File: src/rtl/mem_access_unit_if.sv
// Load/store bus between the OTTER datapath, mem_access_unit and the byte-enabled BRAM.
// The slave modport is the access unit; master is the CPU side plus the BRAM it fronts.
interface mem_access_unit_if #(
    parameter int ADDR_WIDTH = 13,
    parameter int BUS_WIDTH  = 32
) ();
    logic                  req_valid;
    logic                  req_ready;
    logic                  req_we;
    logic [1:0]            req_size;
    logic                  req_unsigned;
    logic [BUS_WIDTH-1:0]  req_addr;
    logic [BUS_WIDTH-1:0]  req_wdata;
    logic                  resp_valid;
    logic [BUS_WIDTH-1:0]  resp_rdata;
    logic                  resp_misaligned;
    logic [ADDR_WIDTH-1:0] mem_addr;
    logic [3:0]            mem_we;
    logic [BUS_WIDTH-1:0]  mem_wdata;
    logic [BUS_WIDTH-1:0]  mem_rdata;

    modport slave (
        input  req_valid, req_we, req_size, req_unsigned, req_addr, req_wdata, mem_rdata,
        output req_ready, resp_valid, resp_rdata, resp_misaligned, mem_addr, mem_we, mem_wdata
    );

    modport master (
        output req_valid, req_we, req_size, req_unsigned, req_addr, req_wdata, mem_rdata,
        input  req_ready, resp_valid, resp_rdata, resp_misaligned, mem_addr, mem_we, mem_wdata
    );
endinterface

File: src/rtl/mem_access_unit.sv
// Load/store front end: byte/half/word requests to a single-port byte-enabled BRAM,
// hiding the one-cycle read latency and returning extended load data with a done pulse.
module mem_access_unit #(
    parameter int ADDR_WIDTH = 13,
    parameter int BUS_WIDTH  = 32
) (
    input logic             clk,
    input logic             rst_n,
    mem_access_unit_if.slave bus
);

    typedef enum logic [1:0] {
        IDLE    = 2'b00,
        RD_WAIT = 2'b01,
        RESP    = 2'b10
    } state_t;

    state_t state_r, state_s;

    logic                 accept_s;
    logic                 mis_s;
    logic [3:0]           mem_we_s;
    logic [1:0]           off_r;
    logic [1:0]           size_r;
    logic                 uns_r;
    logic                 ready_r;
    logic                 resp_valid_r;
    logic                 resp_mis_r;
    logic [BUS_WIDTH-1:0] resp_rdata_r;
    logic                 unused_addr_s;

    function automatic logic is_misaligned(input logic [1:0] size, input logic [1:0] off);
        logic bad;
        bad = 1'b0;
        case (size)
            2'b00:   bad = 1'b0;
            2'b01:   bad = off[0];
            2'b10:   bad = (off != 2'b00);
            default: bad = 1'b1;
        endcase
        return bad;
    endfunction

    function automatic logic [3:0] lane_we(input logic [1:0] size, input logic [1:0] off);
        logic [3:0] we;
        we = 4'b0000;
        case (size)
            2'b00:   we = 4'b0001 << off;
            2'b01:   we = off[1] ? 4'b1100 : 4'b0011;
            2'b10:   we = 4'b1111;
            default: we = 4'b0000;
        endcase
        return we;
    endfunction

    function automatic logic [31:0] lane_wdata(input logic [1:0] size, input logic [31:0] wdata);
        logic [31:0] d;
        d = wdata;
        case (size)
            2'b00:   d = {4{wdata[7:0]}};
            2'b01:   d = {2{wdata[15:0]}};
            default: d = wdata;
        endcase
        return d;
    endfunction

    function automatic logic [31:0] load_extract(input logic [31:0] rdata, input logic [1:0] off,
                                                 input logic [1:0] size, input logic uns);
        logic [7:0]  b;
        logic [15:0] h;
        logic [31:0] r;
        case (off)
            2'b00:   b = rdata[7:0];
            2'b01:   b = rdata[15:8];
            2'b10:   b = rdata[23:16];
            default: b = rdata[31:24];
        endcase
        h = off[1] ? rdata[31:16] : rdata[15:0];
        case (size)
            2'b00:   r = uns ? {24'h000000, b} : {{24{b[7]}}, b};
            2'b01:   r = uns ? {16'h0000, h} : {{16{h[15]}}, h};
            default: r = rdata;
        endcase
        return r;
    endfunction

    // Next-state decode; lane enables only in an accepted, aligned store while out of reset
    always_comb begin
        state_s  = state_r;
        accept_s = 1'b0;
        mem_we_s = 4'b0000;
        mis_s    = is_misaligned(bus.req_size, bus.req_addr[1:0]);
        case (state_r)
            IDLE: begin
                if (bus.req_valid && rst_n) begin
                    accept_s = 1'b1;
                    if (mis_s) begin
                        state_s = RESP;
                    end else if (bus.req_we) begin
                        mem_we_s = lane_we(bus.req_size, bus.req_addr[1:0]);
                        state_s  = RESP;
                    end else begin
                        state_s = RD_WAIT;
                    end
                end else begin
                    state_s = IDLE;
                end
            end
            RD_WAIT: state_s = RESP;
            RESP:    state_s = IDLE;
            default: state_s = IDLE;
        endcase
    end

    // State, captured request fields and registered response outputs
    always_ff @(posedge clk) begin
        if (!rst_n) begin
            state_r      <= IDLE;
            ready_r      <= 1'b1;
            resp_valid_r <= 1'b0;
            resp_mis_r   <= 1'b0;
            resp_rdata_r <= {BUS_WIDTH{1'b0}};
            off_r        <= 2'b00;
            size_r       <= 2'b00;
            uns_r        <= 1'b0;
        end else begin
            state_r      <= state_s;
            ready_r      <= (state_s == IDLE);
            resp_valid_r <= (state_s == RESP);
            resp_mis_r   <= accept_s && mis_s;
            if (accept_s) begin
                off_r  <= bus.req_addr[1:0];
                size_r <= bus.req_size;
                uns_r  <= bus.req_unsigned;
            end
            // BRAM data for the captured address is present only while waiting in RD_WAIT
            if (state_r == RD_WAIT) begin
                resp_rdata_r <= load_extract(bus.mem_rdata, off_r, size_r, uns_r);
            end
        end
    end

    assign bus.req_ready       = ready_r;
    assign bus.resp_valid      = resp_valid_r;
    assign bus.resp_misaligned = resp_mis_r;
    assign bus.resp_rdata      = resp_rdata_r;
    assign bus.mem_addr        = bus.req_addr[ADDR_WIDTH+1:2];
    assign bus.mem_we          = mem_we_s;
    assign bus.mem_wdata       = lane_wdata(bus.req_size, bus.req_wdata);

    // Upper address bits fold away: accesses wrap modulo the BRAM size
    assign unused_addr_s = ^bus.req_addr[BUS_WIDTH-1:ADDR_WIDTH+2];

endmodule

File: src/flat_wrapper.sv
// flat-port wrapper written by rule: the top's interface ports become plain ports
module mem_access_unit_flat 
#(
    parameter int ADDR_WIDTH = 13,
    parameter int BUS_WIDTH  = 32
)
  (clk, rst_n, bus_req_valid, bus_req_we, bus_req_size, bus_req_unsigned, bus_req_addr, bus_req_wdata, bus_mem_rdata, bus_req_ready, bus_resp_valid, bus_resp_rdata, bus_resp_misaligned, bus_mem_addr, bus_mem_we, bus_mem_wdata);
  mem_access_unit_if #(.ADDR_WIDTH(ADDR_WIDTH), .BUS_WIDTH(BUS_WIDTH)) bus_i ();
  input logic clk;
  input logic rst_n;
  input wire logic [$bits(bus_i.req_valid)-1:0] bus_req_valid;
  input wire logic [$bits(bus_i.req_we)-1:0] bus_req_we;
  input wire logic [$bits(bus_i.req_size)-1:0] bus_req_size;
  input wire logic [$bits(bus_i.req_unsigned)-1:0] bus_req_unsigned;
  input wire logic [$bits(bus_i.req_addr)-1:0] bus_req_addr;
  input wire logic [$bits(bus_i.req_wdata)-1:0] bus_req_wdata;
  input wire logic [$bits(bus_i.mem_rdata)-1:0] bus_mem_rdata;
  output wire logic [$bits(bus_i.req_ready)-1:0] bus_req_ready;
  output wire logic [$bits(bus_i.resp_valid)-1:0] bus_resp_valid;
  output wire logic [$bits(bus_i.resp_rdata)-1:0] bus_resp_rdata;
  output wire logic [$bits(bus_i.resp_misaligned)-1:0] bus_resp_misaligned;
  output wire logic [$bits(bus_i.mem_addr)-1:0] bus_mem_addr;
  output wire logic [$bits(bus_i.mem_we)-1:0] bus_mem_we;
  output wire logic [$bits(bus_i.mem_wdata)-1:0] bus_mem_wdata;
  assign bus_i.req_valid = bus_req_valid;
  assign bus_i.req_we = bus_req_we;
  assign bus_i.req_size = bus_req_size;
  assign bus_i.req_unsigned = bus_req_unsigned;
  assign bus_i.req_addr = bus_req_addr;
  assign bus_i.req_wdata = bus_req_wdata;
  assign bus_i.mem_rdata = bus_mem_rdata;
  assign bus_req_ready = bus_i.req_ready;
  assign bus_resp_valid = bus_i.resp_valid;
  assign bus_resp_rdata = bus_i.resp_rdata;
  assign bus_resp_misaligned = bus_i.resp_misaligned;
  assign bus_mem_addr = bus_i.mem_addr;
  assign bus_mem_we = bus_i.mem_we;
  assign bus_mem_wdata = bus_i.mem_wdata;
  mem_access_unit #(.ADDR_WIDTH(ADDR_WIDTH), .BUS_WIDTH(BUS_WIDTH)) u_core (.clk(clk), .rst_n(rst_n), .bus(bus_i));
endmodule
File: config.mk
export PLATFORM = sky130hd
export DESIGN_NAME = mem_access_unit_flat
export DESIGN_NICKNAME = d
export VERILOG_FILES = /design/src/rtl/mem_access_unit_if.sv /design/src/rtl/mem_access_unit.sv /design/src/flat_wrapper.sv
export SDC_FILE = /design/constraint.sdc
export NUM_CORES = 1
export LEC_CHECK = 0
export CORE_ASPECT_RATIO = 0.8
export CORE_MARGIN = 2
export CORE_UTILIZATION = 25
export CTS_BUF_LIST = sky130_fd_sc_hd__clkbuf_4 sky130_fd_sc_hd__clkbuf_8
export DETAILED_ROUTE_END_ITERATION = 8
export PLACE_DENSITY_LB_ADDON = 0.2
export SLEW_MARGIN = 25
export SYNTH_ARGS = -nofsm -noshare
export SYNTH_HDL_FRONTEND = slang
export SYNTH_SLANG_ARGS = --single-unit
File: constraint.sdc
create_clock -name clk -period 1.34 [get_ports clk]
set_input_delay 0.268 -clock clk [delete_from_list [all_inputs] [get_ports clk]]
set_output_delay 0.268 -clock clk [all_outputs]
set_load 0.1 [all_outputs]
# [Word level (Yosys, flattened, before mapping)]
# Cells that the tools add are included.
[totals] register_bits=42 elab_cells=43
[op_classes] eq_ne=7 n_shift=1 n_mux=19 reduce_logical=8
[op_table] cell="one-hot mux 32 bit (2 select lines)" count=2
[op_table] cell="2-to-1 mux 32 bit" count=2
[op_table] cell="one-hot mux 8 bit (3 select lines)" count=1
[op_table] cell="2-to-1 mux 4 bit" count=5
[op_table] cell="2-to-1 mux 16 bit" count=1
[op_table] cell="one-hot mux 4 bit (3 select lines)" count=1
[op_table] cell="zero test 2 bit" count=5
[op_table] cell="equality test 2 x 1 -> 1 bit, second input constant" count=4
[op_table] cell="equality test 2 bit, second input constant" count=3
[op_table] cell="2-to-1 mux 2 bit" count=3
[op_table] cell="one-hot mux 2 bit (2 select lines)" count=1
[op_table] cell="<< shifter 1 x 2 -> 4 bit, first input constant" count=1
[op_table] cell="one-hot mux 1 bit (3 select lines)" count=1
[op_table] cell="logical AND 1 bit" count=2
[op_table] cell="2-to-1 mux 1 bit" count=2
[op_table] cell="nonzero test 2 bit" count=1

# [Logic depth before layout (Yosys ltp)]
# Gate-level depths: netlist (run 1).
[depth] word_depth=6 ltp_mapped=6 depth_no_buf=4

# [Worst setup path before layout (run 1)]
# OpenSTA, ideal clock, no wires.
[synth_path] kind="flip-flop to output port" from="register u_core.state_r[1]" to="output bus_mem_we[0]" arrival_time_ns=5.413 t_required_ns=1.072 setup_slack_ns=-4.341 stages_incl_launch_ff=4 path_buffers=0 path_cell_list="dfxtp_1 and2b_1 nand4b_1 a2111oi_0"
[synth_via] elab_chain_cells=2
[synth_rtl] item="start, declared" line="mem_access_unit.sv:18" rtl="state_t state_r, state_s;"
[synth_rtl] item="start signal, assigned" line="mem_access_unit.sv:127" rtl="state_r <= state_s;"
[synth_rtl] item="zero test 2 bit" line="mem_access_unit.sv:93" rtl="case (state_r)"
[synth_rtl] item="2-to-1 mux 4 bit" line="mem_access_unit.sv:93"
[synth_rtl] item="end, declared" line="flat_wrapper.sv:23" rtl="output wire logic [$bits(bus_i.mem_we)-1:0] bus_mem_we;"
# No other way between the ends.

# [Worst setup path after layout (run 1)]
# Same ends and word-level chain as after synthesis.

==> flow_summary.rst, run 1 <==
.. list-table::
   :header-rows: 1

   * - Metric
     - Value
   * - Synth top area share
     - 0.306
   * - Outcome
     - finished with violations
   * - WP data required
     - 1.07 ns
   * - Final-layout fill cell count
     - 946
   * - Share of cell area taken by muxes after synthesis
     - 0.142
   * - Starting DRC count in detailed routing
     - 253
   * - DR WL met3
     - 745 um
   * - Root Buffer
     - clkbuf_8
   * - Highest layer used for signal routing
     - met4
   * - Residual antenna-violating net count after detailed routing
     - 0
   * - Post-synthesis sequential element count
     - 42
   * - Count of distinct cell types in the synthesized netlist
     - 36
   * - Share of the yosys chip area belonging to registers
     - 0.306
   * - Count of pins on the block boundary
     - 187
   * - Max-capacitance violation count
     - 0
   * - Area share of fa/ha/maj cells after synthesis
     - 0
   * - TritonCTS clock tree
     - yes
   * - Mean Syn Cell Area
     - 7.85 um2
   * - RSZ-0062 raised after global routing
     - yes
   * - HPWL after detailed placement
     - 8660 um
   * - Net count after synthesis
     - 453
   * - Number of buffers inserted during clock tree synthesis
     - 5
   * - Met2 Wirelength
     - 5490 um
   * - FP Rows
     - 34
   * - Relative max-transition margin
     - 0.715
   * - Share of post-route cells with drive strength above 1
     - 0.466
   * - Static Leak
     - 2.53 nW
   * - Worst-margin pin slew
     - 0.426 ns
   * - Violations in the final reports
     - negative setup slack
   * - Remaining global-route overflow
     - 0
   * - Total number of nets in the final design
     - 621
   * - Total number of H-tree levels
     - 2
   * - Total count of hold-check failures in the final report
     - 0
   * - Combined area of all synthesized cells
     - 0.00275 mm2
   * - Final design instance area without fill
     - 0.00598 mm2
   * - Clock-pin slew reported for the worst setup and hold paths after clock tree synthesis
     - 0.08 ns
   * - Cell depth of the worst min-delay path
     - 4
   * - Total setup violations reported at the end of the flow
     - 37
   * - Yosys synthesis warning count
     - 0
   * - Area of the die
     - 0.0119 mm2
   * - Total length of routed wires
     - 11500 um
   * - Height of the chip
     - 97.8 um
   * - Switching part of the total
     - 0.378
   * - Metal1 wirelength
     - 5150 um
   * - Critical Path AT
     - 1.65 ns
   * - Growth of design area from synthesis to finish
     - 118%
   * - First-pass GRT wire length
     - 17700 um
   * - Worst slack after detailed placement
     - -0.751 ns
   * - Final critical-path share of the clock period
     - 1.43
   * - Largest net degree at the start of global routing
     - 32
   * - Vias in the first global route
     - 3179
   * - Post-synthesis share of cell area spent on xor and xnor gates
     - 0.00319
   * - Via count
     - 3234
   * - Highest achievable clock rate
     - 0.522 GHz
   * - Final total negative setup slack
     - -4.11 ns
   * - Initial Utilization
     - 0.254
   * - Worst setup path class
     - reg2out
   * - Leading cell types by total area after synthesis
     - dfxtp_1, mux2i_1, o21ai_0, mux2_2, a21oi_1
   * - Routed vias/inst
     - 4.88
   * - Placed Instances
     - 648
   * - Sw Pwr
     - 1.85 mW
   * - Core area
     - 0.0108 mm2
   * - Power density normalized to cell area
     - 818 mW/mm2
   * - X dimension of the die
     - 121 um
   * - Clock tree skew after final layout
     - 0.00842 ns
   * - Gate count after technology mapping
     - 350
   * - IO buf count
     - 143
   * - Sequential share of power
     - 0.276
   * - DRC violation count after routing
     - 0
   * - Part of the power in combinational logic
     - 0.465
   * - Post-synthesis simple-gate area fraction
     - 0.156
   * - Max Root-Sink Buffers
     - 2
   * - Sort of element at the start of the critical path
     - register
   * - Main combinational cell family by area after synthesis
     - compound AO/OA/AOI/OAI gates
   * - Core utilization of the finished layout
     - 0.554
   * - Worst min path class
     - in2reg
   * - Endpoint type of the worst setup path
     - output port
   * - Cell type with the largest total area after synthesis
     - dfxtp_1
   * - Minimum period implied by the final worst setup slack
     - 1.92 ns
   * - Synthesized-area fraction occupied by ao, oa, aoi and oai cells
     - 0.275
   * - Internal power summed over all cells
     - 3.04 mW
   * - Hold-fix buffers at CTS
     - 0
   * - Routability Congestion
     - 0.892
   * - Clock Sinks
     - 42
   * - Final critical-path setup slack
     - -0.578 ns
   * - Worst Path Max Fanout
     - 3
   * - Clock latency at the later pin of the worst-skew pair
     - 0.30 ns
   * - DRT Pass-1 Iters
     - 5
   * - Commonest cells after routing, fill and taps aside
     - buf_12, buf_4, clkdlybuf4s50_1
   * - Number of antenna violations at the first check in global routing
     - 0
   * - ANT cells
     - 0
   * - Avg WL per Cell
     - 17.4 um
   * - Non-filler instance count after layout
     - 663
   * - Total global-route track usage
     - 0.190
   * - Most common cell after layout, fill and taps aside
     - buf_12
   * - Clock share of power
     - 0.259
   * - Maximum VDD drop
     - 0.403 mV
   * - Count of final max-slew check failures
     - 0
   * - Dpl cell area
     - 0.00547 mm2
   * - Cells on worst reg2reg path
     - 5
## power groups by stage
| stage | logic (mW) | clock network, mW | registers (mW) |
|---|---|---|---|
| 5_1_grt | 2.36 | 1.34 | 1.36 |
| 3_5_place_dp | 2.17 | 0 | 1.38 |
| 3_3_place_gp | 2.16 | 0 | 1.38 |
| 4_1_cts | 2.22 | 1.27 | 1.35 |
| 2_1_floorplan | 1.17 | 0 | 1.60 |
| 6_report | 2.28 | 1.27 | 1.35 |
## through the flow
stage / power [mW] / hold WS (ns)
floorplan: 2.77 / 0.347
global placement: 3.53 / 0.507
detailed placement: 3.55 / 0.504
CTS: 4.85 / 0.431
global route: 5.06 / 0.459
finish: 4.90 / 0.436
## cells by family after synthesis
| group | Yosys count |
|---|---|
| compound gates | 126 |
| simple gates | 85 |
| buf+inv | 59 |
| flops | 42 |
| mux | 37 |
| xor+xnor | 1 |
## per-layer routing
layer	vias to the layer above	GRT usage
li1	1585	-
met1	1535	0.267
met4	0	0.0371
met2	98	0.302
met3	16	0.0386
met5	-	0
## area by class of cell
class / instances / area (um2) / share of cell area
Sequential cell: 42 / 880 / 0.147
Clock inverter: 2 / 60.1 / 0.0100
Inverter: 9 / 33.8 / 0.00565
Multi-Input combinational cell: 249 / 1940 / 0.325
Tap cell: 144 / 180 / 0.0301
Timing Repair Buffer: 211 / 2800 / 0.468
Clock buffer: 6 / 82.6 / 0.0138
## registers in the layout (all words and copies together), names as in the netlist
register	flops
u_core.bus.resp_rdata	32
u_core.bus.resp_valid	1
u_core.off_r	2
u_core.size_r	2
u_core.bus.resp_misaligned	1
u_core.uns_r	1
u_core.bus.req_ready	1
u_core.state_r	2
## cell usage after synthesis
master / count
buf_6: 2
o21ai_0: 37
a2111oi_0: 1
mux2i_1: 21
clkbuf_1: 20
nor2_1: 13
nor2b_1: 9
inv_1: 9
a21oi_1: 34
o21ai_2: 1
nand3b_1: 2
and2b_1: 2
xnor2_1: 1
o21a_1: 1
buf_2: 7
nor3_1: 3
dfxtp_1: 42
a21oi_2: 1
nand4b_1: 1
nor2_2: 1
a211oi_1: 17
buf_4: 21
nor3_4: 1
a311o_1: 1
o22ai_1: 6
a21o_1: 1
a22oi_1: 1
or2_1: 1
nand2b_1: 9
mux2_2: 16
and3_1: 8
a22o_1: 6
o22ai_2: 1
nand2_1: 34
a31oi_1: 18
and2_1: 1
## what timing repair did
item	4_1_cts	5_1_grt
resized for setup	74	51
cloned	1	0
endpoints found under the setup margin	76	57
setup buffers	5	2
pin swaps	13	23
## critical path, cell delays in order, from the launching register on
cell and delay (ns):
dfxtp_2 0.32, and2b_1 0.20, nand4b_1 0.10, buf_4 0.18, a2111oi_4 0.32, buf_12 0.22
## final timing paths
check,start,end,slack (ns)
max,u_core.state_r[1],bus_mem_we[0],-0.58
min,bus_req_size[1],u_core.size_r[1],0.44
max reg2reg,u_core.off_r[1],u_core.bus.resp_rdata[19],-0.07
min reg2reg,u_core.bus.resp_rdata[6],u_core.bus.resp_rdata[6],0.51
No activity file was read; power rests on OpenSTA's default activity.
==> run 2: changes to the inputs <==
--- a/config.mk
+++ b/config.mk
@@ -5,10 +5,14 @@
 export SDC_FILE = /design/constraint.sdc
 export NUM_CORES = 1
 export LEC_CHECK = 0
+export CAP_MARGIN = 20
+export CELL_PAD_IN_SITES_DETAIL_PLACEMENT = 0
+export CELL_PAD_IN_SITES_GLOBAL_PLACEMENT = 2
 export CORE_ASPECT_RATIO = 0.8
 export CORE_MARGIN = 2
-export CORE_UTILIZATION = 25
+export CORE_UTILIZATION = 17
 export CTS_BUF_LIST = sky130_fd_sc_hd__clkbuf_4 sky130_fd_sc_hd__clkbuf_8
+export CTS_CLUSTER_DIAMETER = 150
 export DETAILED_ROUTE_END_ITERATION = 8
 export PLACE_DENSITY_LB_ADDON = 0.2
 export SLEW_MARGIN = 25
==> flow_summary.rst, run 2 (synthesis results as in run 1) <==
.. list-table::
   :header-rows: 1

   * - Metric
     - Value
   * - Outcome
     - finished with violations
   * - Violations in the final reports
     - negative setup slack
   * - Growth of design area from synthesis to finish
     - 131%
   * - WP data required
     - 1.07 ns
   * - Total count of hold-check failures in the final report
     - 0
   * - Area of the die
     - 0.0172 mm2
   * - Relative max-transition margin
     - 0.785
   * - Core area
     - 0.0158 mm2
   * - CP cell instances
     - and2b_1 -> nand4b_1 -> buf_6 -> buf_4 -> nor3_4 -> buf_12
   * - Most common cell after layout, fill and taps aside
     - buf_12
   * - Worst min path class
     - in2reg
   * - Residual antenna-violating net count after detailed routing
     - 0
   * - Total buffers and inverters traversed by the critical path
     - 3
   * - Count of final max-slew check failures
     - 0
   * - Static Leak
     - 2.64 nW
   * - First-pass GRT wire length
     - 19200 um
   * - Max-capacitance violation count
     - 0
   * - Final critical-path share of the clock period
     - 1.38
   * - Max Root-Sink Buffers
     - 2
   * - Count of pins on the block boundary
     - 187
   * - Dpl cell area
     - 0.00563 mm2
   * - DRC violation count after routing
     - 0
   * - Root Buffer
     - clkbuf_8
   * - Remaining global-route overflow
     - 0
   * - Total global-route track usage
     - 0.140
   * - Commonest cells after routing, fill and taps aside
     - buf_12, buf_4, clkdlybuf4s50_1
   * - Worst setup path class
     - reg2out
   * - Slowest cell on the critical path
     - dfxtp_2
   * - Starting DRC count in detailed routing
     - 125
   * - RSZ-0062 raised after global routing
     - yes
   * - Routed vias/inst
     - 4.31
   * - Routability Congestion
     - 0.743
   * - Largest net degree at the start of global routing
     - 32
   * - Number of flip-flops under the largest register name
     - 32
   * - Final design instance area without fill
     - 0.00636 mm2
   * - Minimum period implied by the final worst setup slack
     - 1.85 ns
   * - Vias in the first global route
     - 3348
   * - Total Power
     - 4.68 mW
   * - FP Rows
     - 41
   * - X dimension of the die
     - 146 um
   * - Total setup violations reported at the end of the flow
     - 54
   * - Total length of routed wires
     - 12200 um
   * - Crit path max-delay family
     - buffers and inverters
   * - Initial Utilization
     - 0.174
   * - Via count
     - 3246
   * - Clock latency at the later pin of the worst-skew pair
     - 0.31 ns
   * - TritonCTS clock tree
     - yes
   * - Clock tree skew after final layout
     - 0.00465 ns
   * - Endpoint type of the worst setup path
     - output port
   * - Number of buffers inserted during clock tree synthesis
     - 5
   * - Avg WL per Cell
     - 16.2 um
   * - Worst hold slack
     - 0.359 ns
   * - Worst Path Max Fanout
     - 3
   * - Worst-margin pin slew
     - 0.319 ns
   * - Height of the chip
     - 118 um
   * - ANT cells
     - 0
   * - HPWL after detailed placement
     - 9090 um
   * - Number of antenna violations at the first check in global routing
     - 0
   * - Sort of element at the start of the critical path
     - register
   * - Maximum VDD drop
     - 0.339 mV
   * - Share of post-route cells with drive strength above 1
     - 0.511
   * - Core utilization of the finished layout
     - 0.403
   * - Clock Sinks
     - 42
   * - DRT Pass-1 Iters
     - 6
   * - Highest achievable clock rate
     - 0.540 GHz
   * - Total number of nets in the final design
     - 640
   * - CP max stage delay
     - 0.33 ns
   * - Final critical-path setup slack
     - -0.512 ns
   * - Total number of H-tree levels
     - 2
   * - Power density normalized to cell area
     - 736 mW/mm2
   * - Critical Path AT
     - 1.58 ns
   * - Final total negative setup slack
     - -6.02 ns
   * - IO buf count
     - 143
   * - Clock-pin slew reported for the worst setup and hold paths after clock tree synthesis
     - 0.09 ns
## run 2: changes by cell type in the layout (fill, tap and decap cells not counted), moves of 4 or more
| cell | delta |
|---|---|
| clkdlybuf4s50_1 | +7 |
| buf_6 | +8 |
| a31oi_1 | +4 |
| clkdlybuf4s15_1 | -4 |
| buf_4 | +4 |
| o22ai_2 | +5 |
| buf_8 | +6 |
| o22ai_1 | -4 |
| mux2i_2 | +4 |
| mux2i_1 | -5 |
## run 2: cell type report
class	instances	area [um2]
clock buffers	6	82.6
fillers	1581	9440
clock inverters	2	12.5
repair buffers	230	3030
well taps	215	269
flip-flops and latches	42	878
inverters	9	36.3
multi-input cells	249	2060
## run 2: worst register-to-register path, delay by kind of cell, from the launching register on
kind / cells / cell delay (ns)
and+or+nand+nor: 1 / 0.25
buffers and inverters: 2 / 0.29
AOI/OAI and AO/OA: 3 / 0.48
DFF: 1 / 0.35
## run 2: worst paths after layout
kind	slack [ns]	endpoint	from	cells past startpoint
setup / recovery	-0.51	bus_mem_we[1]	u_core.state_r[1]	6
hold reg to reg	0.51	u_core.bus.resp_rdata[6]	u_core.bus.resp_rdata[6]	2
setup reg to reg	-0.11	u_core.bus.resp_rdata[15]	u_core.off_r[0]	6
hold / removal	0.36	u_core.bus.resp_rdata[7]	bus_mem_rdata[7]	3
## run 2: report_power, final
part / internal, mW / switching (mW) / total [mW]
sequential: 1.30 / 0.0525 / 1.35
combinational: 1.04 / 1.36 / 2.41
clock: 0.416 / 0.508 / 0.924
## run 2: timing repair
item	4_1_cts	5_1_grt
endpoints found under the setup margin	70	67
gates resized for setup	86	74
cloned	2	0
pin swaps	14	22
buffers inserted	10	8
hold buffers	0	0
## run 2: metal layers
layer  track usage  up-vias  part of all wire
li1              -     1611                 -
met1         0.201     1548              0.48
met2         0.222       80              0.47
met3        0.0267        7             0.039
met4        0.0225        0            0.0056
met5             0        -                 0
## run 2: metrics by stage
stage / instances / worst slack (ns)
2_1_floorplan: 350 / -0.966
3_3_place_gp: 729 / -0.756
3_5_place_dp: 729 / -0.768
4_1_cts: 749 / -0.537
5_1_grt: 753 / -0.591
6_report: 753 / -0.512
==> edit: new RTL, flow settings as in run 2 <==
The 3 states of `state_t` get a one-hot encoding in 3 bits.
--- a/src/rtl/mem_access_unit.sv
+++ b/src/rtl/mem_access_unit.sv
@@ -11,6 +11,6 @@
 
-    typedef enum logic [1:0] {
-        IDLE    = 2'b00,
-        RD_WAIT = 2'b01,
-        RESP    = 2'b10
+    typedef enum logic [2:0] {
+        IDLE    = 3'b001,
+        RD_WAIT = 3'b010,
+        RESP    = 3'b100
     } state_t;
Function: no difference found for any inputs over 10 cycles, from zero or initial values and one cycle with rst_n low; not proved beyond that.
==> edit against run 2 <==
The run still ends with setup timing left; maximum frequency is 2.5% lower; global-route usage fell by 0.23 points; routed wire length shrank 2.0%; final area decreased by 0.98%; synthesized area is 0.23% higher; sequential cell count increased by 1; hold slack worse by 0.0029 ns; die area increased by 0.22%; total power fell by 9.1%; setup slack worse by 0.048 ns; highest routed layer is now met5.
==> edit: results (changes against run 2) <==
Synth cell count leaders: 43 x dfxtp_1, 39 x a21oi_1, 29 x nand2_1 (was 42 x dfxtp_1, 37 x o21ai_0, 34 x a21oi_1, 34 x nand2_1)
Post-synth net total: 443 (was 453)
H-tree depth: 2 (unchanged)
Worst setup endpoint: bus_mem_we[2] (was bus_mem_we[1])
Distinct cells, synth: 47 (was 36)
Post-Route WL: 11900 µm (was 12200 µm)
Drt first-iter violations: 141 (was 125)
Worst IR Drop VDD: 0.346 mV (was 0.339 mV)
CP peak stage delay: 0.49 ns (was 0.33 ns)
Worst Path Arrival: 1.63 ns (was 1.58 ns)
Critical path startpoint: rst_n (was u_core.state_r[1])
Max Root-Sink Buffers: 2 (unchanged)
Layout cell share with drive strength beyond 1: 52.9% (was 51.1%)
Leak pwr: 2.52 nW (was 2.64 nW)
NetSw: 0.00166 W (was 0.00193 W)
Starting Density: 17.4% (about the same)
Part of the Yosys area used for sequential elements: 31.2% (was 30.6%)
Fin Setup TNS: -11.17 ns (was -6.02 ns)
Worst R2R End: u_core.bus.resp_rdata[30] (was u_core.bus.resp_rdata[15])
DPL Wire Length: 9160 µm (was 9090 µm)
Failing checks: setup timing (unchanged)
Largest net degree at the start of global routing: 36 (was 32)
Total GRT Usage: 13.8% (was 14.0%)
First-pass DRT Iterations: 4 (was 6)
Clock Skews: 0.00656 ns (was 0.00465 ns)
Worst slack, placed: -0.678 ns (was -0.768 ns)
Filler Cells Inserted: 1577 (was 1581)
Main area contributors after synthesis: dfxtp_1 31%, a21oi_1 7.1%, buf_4 6.5% (was dfxtp_1 31%, mux2i_1 7.6%, o21ai_0 6.7%)
Setup ws final: -0.560 ns (was -0.512 ns)
Max reg flops: 32 (unchanged)
CP max-delay cell: clkdlybuf4s50_1 (was dfxtp_2)
Outcome: finished with violations (unchanged)
Worst R2R Start: u_core.state_r[2] (was u_core.off_r[0])
RD Place Congestion: 0.766 (was 0.743)
Final setup vio count: 61 (was 54)
Slew HR: 76.5% (was 78.5%)
WHS Path Cells: 4 (was 3)
# nets final: 618 (was 640)
R2R Setup Slk: -0.25 ns (was -0.11 ns)
Global-route wire length before repair: 18600 µm (was 19200 µm)
Vias in the first global route: 3163 (was 3348)
-- edit: worst min-delay path, stage by stage --
cell and delay, ns:
buf_8 0.10, buf_4 0.15, nand2_1 0.06, a21oi_1 0.05
-- edit: per-stage QoR --
step | cell area [µm²] | hold slack (ns) | power (W) | util [%] | cells
floorplan | 3080 | 0.396 | 0.00261 | - | 340
global placement | 5710 | 0.476 | 0.00328 | 36.1 | 708
detailed placement | 5710 | 0.479 | 0.00329 | 36.1 | 708
CTS | 6190 | 0.356 | 0.00429 | 39.2 | 727
global route | 6300 | 0.376 | 0.00443 | 39.9 | 731
finish | 6300 | 0.356 | 0.00425 | 39.9 | 731
-- edit: layout make-up --
class	count	area share [%]
sequential	43	14.1
timing repair buffer	218	47.3
clock buffer	6	1.21
tap	215	4.27
clock inverter	2	0.199
inverter	2	0.119
multi-input combinational	245	32.8
-- edit: repair_timing --
action | CTS | global route
cloned | 4 | 1
setup endpoints to repair | 72 | 61
setup buffers | 9 | 7
gates resized for setup | 81 | 29
pin swaps | 17 | 15
-- edit: cells by family after synthesis --
logic type | count (synthesis) | synth area share, %
AOI/OAI and AO/OA | 122 | 28.3
and+or+nand+nor | 96 | 18.9
buffers and inverters | 52 | 11.1
DFF | 43 | 31.2
muxes | 26 | 10.2
xor gates and xnor gates | 1 | 0.318
-- edit: how the worst min path moves through the flow --
stage,slack [ns],to
after global placement,0.48,u_core.uns_r
final,0.36,u_core.size_r[1]
after detailed placement,0.48,u_core.uns_r
after floorplan,0.40,u_core.off_r[1]
after global routing,0.38,u_core.size_r[1]
after CTS,0.36,u_core.size_r[1]
-- edit: power groups by stage --
stage / Sequential (W) / Clock, W / Combinational, W
floorplan: 0.00143 / 0 / 0.00117
global route: 0.00134 / 0.000949 / 0.00214
finish: 0.00133 / 0.000867 / 0.00206
global placement: 0.00136 / 0 / 0.00192
detailed placement: 0.00136 / 0 / 0.00193
CTS: 0.00133 / 0.000903 / 0.00206
-- edit: layer usage --
metal | up-vias | wire (µm) | GRT usage (%)
met5 | - | 64 | 0
met4 | 2 | 75 | 2.18
met3 | 9 | 590 | 3.72
met2 | 67 | 5240 | 20.1
met1 | 1481 | 5980 | 20.4
li1 | 1555 | - | -
